### src/rtl/wb_arbiter.sv
// Write-back arbiter: merges the ALU result stream and a FIFO-buffered LSU result stream
// onto the single register-file write port, tracking per-register pending LSU results.
module wb_arbiter #(
   parameter int DEPTH      = 4,
   parameter int STARVE_MAX = 8
) (
   input  logic        clk,
   input  logic        rst,
   input  logic        alu_valid,
   input  logic [4:0]  alu_waddr,
   input  logic [31:0] alu_wdata,
   output logic        alu_stall,
   input  logic        lsu_valid,
   output logic        lsu_ready,
   input  logic [4:0]  lsu_waddr,
   input  logic [31:0] lsu_wdata,
   output logic [31:0] pending,
   output logic        we,
   output logic [4:0]  waddr,
   output logic [31:0] wdata
);
   localparam int AW = (DEPTH > 1) ? $clog2(DEPTH) : 1;
   localparam int CW = $clog2(DEPTH + 1);
   localparam logic [CW-1:0] DEPTH_C  = CW'(DEPTH);
   localparam logic [7:0]    STARVE_C = 8'(STARVE_MAX);

   logic [4:0]    addr_mem [DEPTH];
   logic [31:0]   data_mem [DEPTH];
   logic [AW-1:0] wr_ptr_reg, rd_ptr_reg;
   logic [CW-1:0] count_reg;
   logic [7:0]    starve_reg, starve_next;
   logic          stall_reg, stall_next;
   logic          we_reg;
   logic [4:0]    waddr_reg;
   logic [31:0]   wdata_reg;
   logic [31:0]   pending_reg, pending_next;

   logic          enq, deq, empty;
   logic [4:0]    head_addr;
   logic [31:0]   head_data;
   logic          sel_valid;
   logic [4:0]    sel_addr;
   logic [31:0]   sel_data;

   assign empty     = (count_reg == '0);
   assign lsu_ready = (count_reg < DEPTH_C);
   assign enq       = lsu_valid && lsu_ready;
   assign deq       = !alu_valid && !empty;
   assign head_addr = addr_mem[rd_ptr_reg];
   assign head_data = data_mem[rd_ptr_reg];

   always_ff @(posedge clk) begin
      if (enq) begin
         addr_mem[wr_ptr_reg] <= lsu_waddr;
         data_mem[wr_ptr_reg] <= lsu_wdata;
      end
   end

   always_ff @(posedge clk or negedge rst) begin
      if (!rst) begin
         wr_ptr_reg <= '0;
         rd_ptr_reg <= '0;
         count_reg  <= '0;
      end else begin
         if (enq) wr_ptr_reg <= wr_ptr_reg + 1'b1;
         if (deq) rd_ptr_reg <= rd_ptr_reg + 1'b1;
         case ({enq, deq})
            2'b10:   count_reg <= count_reg + 1'b1;
            2'b01:   count_reg <= count_reg - 1'b1;
            default: count_reg <= count_reg;
         endcase
      end
   end

   // The ALU always wins; idle cycles hold address/data so only we toggles.
   always_comb begin
      sel_valid = 1'b0;
      sel_addr  = waddr_reg;
      sel_data  = wdata_reg;
      if (alu_valid) begin
         sel_valid = 1'b1;
         sel_addr  = alu_waddr;
         sel_data  = alu_wdata;
      end else if (deq) begin
         sel_valid = 1'b1;
         sel_addr  = head_addr;
         sel_data  = head_data;
      end
   end

   always_ff @(posedge clk or negedge rst) begin
      if (!rst) begin
         we_reg    <= 1'b0;
         waddr_reg <= '0;
         wdata_reg <= '0;
      end else begin
         we_reg    <= sel_valid && (sel_addr != 5'd0);
         waddr_reg <= sel_addr;
         wdata_reg <= sel_data;
      end
   end

   // Counter is compared one step ahead so the stall lands right after the last blocked cycle.
   always_comb begin
      starve_next = starve_reg;
      stall_next  = 1'b0;
      if (deq || empty) begin
         starve_next = '0;
      end else if (starve_reg + 8'd1 == STARVE_C) begin
         starve_next = '0;
         stall_next  = 1'b1;
      end else begin
         starve_next = starve_reg + 8'd1;
      end
   end

   always_ff @(posedge clk or negedge rst) begin
      if (!rst) begin
         starve_reg <= '0;
         stall_reg  <= 1'b0;
      end else begin
         starve_reg <= starve_next;
         stall_reg  <= stall_next;
      end
   end

   // Register 0 is never tracked; a same-cycle set beats the clear.
   assign pending_next[0] = 1'b0;
   generate
      for (genvar gi = 1; gi < 32; gi++) begin : g_pending
         assign pending_next[gi] = (enq && (lsu_waddr == 5'(gi))) ||
                                   (pending_reg[gi] && !(deq && (head_addr == 5'(gi))));
      end
   endgenerate

   always_ff @(posedge clk or negedge rst) begin
      if (!rst) pending_reg <= '0;
      else      pending_reg <= pending_next;
   end

   assign alu_stall = stall_reg;
   assign pending   = pending_reg;
   assign we        = we_reg;
   assign waddr     = waddr_reg;
   assign wdata     = wdata_reg;
endmodule
### config.mk
export PLATFORM = sky130hd
export DESIGN_NAME = wb_arbiter
export DESIGN_NICKNAME = d
export VERILOG_FILES = /design/src/rtl/wb_arbiter.sv
export SDC_FILE = /design/constraint.sdc
export NUM_CORES = 1
export LEC_CHECK = 0
export ABC_AREA = 1
export CORE_MARGIN = 2
export CORE_UTILIZATION = 56
export CTS_BUF_LIST = sky130_fd_sc_hd__clkbuf_8
export CTS_CLUSTER_DIAMETER = 60
export DETAILED_ROUTE_END_ITERATION = 7
export DONT_BUFFER_PORTS = 1
export PLACE_DENSITY = 0.71
export SLEW_MARGIN = 20
export SYNTH_ARGS = -nofsm -noshare
export SYNTH_HDL_FRONTEND = slang
export SYNTH_SLANG_ARGS = --single-unit
### constraint.sdc
create_clock -name clk -period 3.05 [get_ports clk]
set_input_delay 0.1525 -clock clk [delete_from_list [all_inputs] [get_ports clk]]
set_output_delay 0.1525 -clock clk [all_outputs]
set_load 0.005 [all_outputs]
==> summary.txt <==
Global route
  • Gr usage total: 0.2454
  • First-pass GRT wire length: 35,220 um
  • GRT overflow: 0
  • Vias in the first global route: 6,865
  • Pin count of the biggest net entering global routing: 86
  • Initial antenna violation count: 1

Floorplanning
  • Die area: 18,400 um^2
  • Ports: 150
  • Width of the die: roughly 140 um
  • Core area: 17,120 um^2
  • Initial core utilization: 0.5669
  • Std cell rows: 48
  • Die height: 135.6 um

Finish
  • Area Growth Syn to Fin: 17.95%
  • Share of cells above drive strength 1: 0.09899
  • Multi-input gate area: between 2000 and 3000 um^2
  • Max FFs per register: 128
  • Nets: roughly 1,000
  • Commonest non-fill, non-tap cell in the layout: nand2_1
  • Most frequent cells in the layout: nand2_1, edfxtp_1, nor2_1
  • Register area: 6574 um^2
  • Fillers: around 1,300
  • Post-route cell area: 11,440 um^2

Placement
  • Placed cell areas: 9866 um^2
  • Routability cong.: 0.8814
  • Place WS: 0.8076 ns
  • PortBufs: 0
  • Post-DP HPWL: about 13,000 um

Clock tree
  • Clock Pin Slew Worst Setup and Hold Paths: 0.06 ns
  • Total CTS buffers: 38
  • CTS tree: yes
  • Post-cts resize count: 0
  • Clock Tree Root: clkbuf_8
  • Clock tree sinks: between 200 and 250
  • Clock latency at the later pin of the worst-skew pair: around 0.52 ns
  • Htree depth: 2
  • Post-CTS Setup Inserts: 0
  • Clock Tree Buf Depth: 3

Timing
  • Min Clock Period, post-route: 2.272 ns
  • Setup TNS: 0 ns
  • Slew Viols, Final: 0
  • Worst Tran Pin Value: approximately 0.72 ns
  • Final WS setup: 0.7783 ns
  • Slew HR: 0.5202
  • Crit share post-route: 0.7448
  • Final setup violation count: 0
  • Final Hold Vio Count: 0
  • Final Skew: 0.02821 ns
  • Max Fclk: 440.2 MHz
  • Unrepaired setup endpoints after global routing: no

Detailed routing
  • Pre-antenna DRT Iters: 5
  • DR iter-0 viols: 550
  • Vias: 6,772
  • Drt wl/cell: 18.29 um
  • Routed Antenna Nets: 0
  • Via-per-instance ratio: 5.569
  • Detailed Route WL: between 20,000 and 25,000 um
  • DRC viols: 0

Logic synthesis
  • Adder-Cell Fraction of Synth Area: 0.009800
  • Share of the synthesized area in the top cell type: 0.4580
  • Mapped Nets: 959
  • Area contributors post-synth: edfxtp_1, dfrtp_1, nand2_1
  • Largest family of logic cells by synthesized area: simple AND/OR/NAND/NOR gates
  • Sequential share of the synthesized area: 0.6772
  • FF+latch count, synth: 233
  • Syn_area_per_cell: 11.10 um^2
  • Mux cell area share after synthesis: 0
  • Compound-Gate Fraction of Synth Area: 0.1117
  • Simple-gate portion of the synthesized area: 0.1540
  • Synthesized area: 9703 um^2
  • Post-synthesis cell type count: 33
  • Post-Synth XOR/XNOR Area: 0.005416
  • Synth Warn #: 0
  • Syn Inst Count: 874
  • Post-synth top area cell: edfxtp_1

Power and ir drop
  • Power share of the sequential group: 0.462
  • VDD IR-drop max: a little over 500 uV
  • Switching share of power: 0.3576
  • Clk network pwr share: 0.264
  • Pwr Total: 0.01021 W
  • Int Power: 0.006557 W
  • Sw power: 0.003651 W
  • Leakage: between 4 and 5 nW
  • Combinational power share: 0.274
  • Power Dens Cells: 891.9 nW/um^2

Worst hold path
  • HP Class: input pin to register

Critical path
  • WS Path Type: register to register
  • CP required: 3.44 ns
  • Critical path endpoint category: register
  • Crit start category: register
  • Max FO, Critical Path: 28
  • Worst path arrival time: 2.66 ns

Flow run
  • Max-Cap Viols: 0

Outcome
  • Status: complete, no violations
-- critical path, cell delays in order (launching register included) --
cell and delay [ns]:
dfrtp_2 0.59, inv_2 0.44, nand2_1 0.11, nand3_1 0.10
nand2_1 0.08, nor2_1 0.21, inv_1 0.30, o21ai_1 0.20
o21ai_0 0.12
-- final cells by class --
class	count	share of cell area
Sequential cell	233	0.5744
Multi-Input combinational cell	554	0.2411
Timing Repair Buffer	90	0.07762
Clock buffer	46	0.05532
Tap cell	225	0.02460
Inverter	43	0.01410
Clock inverter	24	0.01268
Antenna cell	1	0.0002187
-- Yosys cell counts --
cell type / instances
nand2_1: 187
edfxtp_1: 148
nor2_1: 143
dfrtp_1: 85
o211ai_1: 64
o21ai_0: 64
o21ai_1: 38
inv_1: 37
clkbuf_1: 19
buf_2: 13
nand3_1: 10
nand3_2: 8
buf_6: 6
ha_1: 6
inv_2: 6
a21oi_1: 4
buf_4: 4
nand2_2: 4
xor2_1: 4
a21oi_4: 3
nand2_4: 3
nand4_1: 3
buf_1: 2
nor2_4: 2
or2_2: 2
xnor2_1: 2
a21oi_2: 1
conb_1: 1
fa_1: 1
nand3b_1: 1
nor3_1: 1
o21bai_1: 1
o31ai_1: 1
-- layer usage --
metal,share of wire,vias to the layer above,track usage
met4,0.031,0,0.09722
met2,0.48,260,0.4032
li1,-,3183,-
met5,0,-,0
met3,0.072,57,0.05986
met1,0.41,3272,0.3163
-- metrics by stage --
stage	utilization	hold WS, ns	instances
CTS	0.6685	0.02452	1215
global route	0.6686	0.05471	1216
floorplan	-	-0.1431	874
global placement	0.5764	-0.1413	1067
detailed placement	0.5764	-0.1411	1067
finish	0.6686	0.05350	1216
-- power by group through the flow --
stage	clock network, W	registers [W]	logic, W
after global placement	0	0.00474	0.00252
after CTS	0.00275	0.00471	0.00280
after detailed placement	0	0.00477	0.00264
after global routing	0.00290	0.00480	0.00315
after floorplan	0	0.00453	0.00216
final	0.00270	0.00471	0.00280
-- cell families (layout without fill, tap and decap cells) --
group                    count (synthesis)  after routing
buffers and inverters                   87            203
AO/OA/AOI/OAI                          176            176
XOR/XNOR                                 6              6
adder cells (fa/ha/maj)                  7              7
flip-flops                             233            233
AND/OR/NAND/NOR                        364            364
other                                    1              2
-- what timing repair did --
item | CTS | global route
hold buffers | 78 | 0
setup endpoints to repair | 0 | 0
hold endpoints to repair | 307 | 0
-- worst paths after layout --
| path | startpoint | endpoint | slack (ns) | depth (start not counted) |
|---|---|---|---|---|
| worst max-delay path | rd_ptr_reg[0]$_DFFE_PN0P_ | pending[28]$_DFF_PN0_ | 0.78 | 8 |
| worst min-delay path | alu_valid | rd_ptr_reg[0]$_DFFE_PN0P_ | 0.05 | 4 |
| worst max register to register | rd_ptr_reg[0]$_DFFE_PN0P_ | pending[28]$_DFF_PN0_ | 0.78 | 8 |
| worst min register to register | pending[2]$_DFF_PN0_ | pending[2]$_DFF_PN0_ | 0.50 | 2 |
| max in group asynchronous | rst | waddr[0]$_DFF_PN0_ | 2.43 | 2 |
| min in group asynchronous | rst | wdata[22]$_DFFE_PN0P_ | 0.20 | 2 |
(Power assumes the default switching activity.)
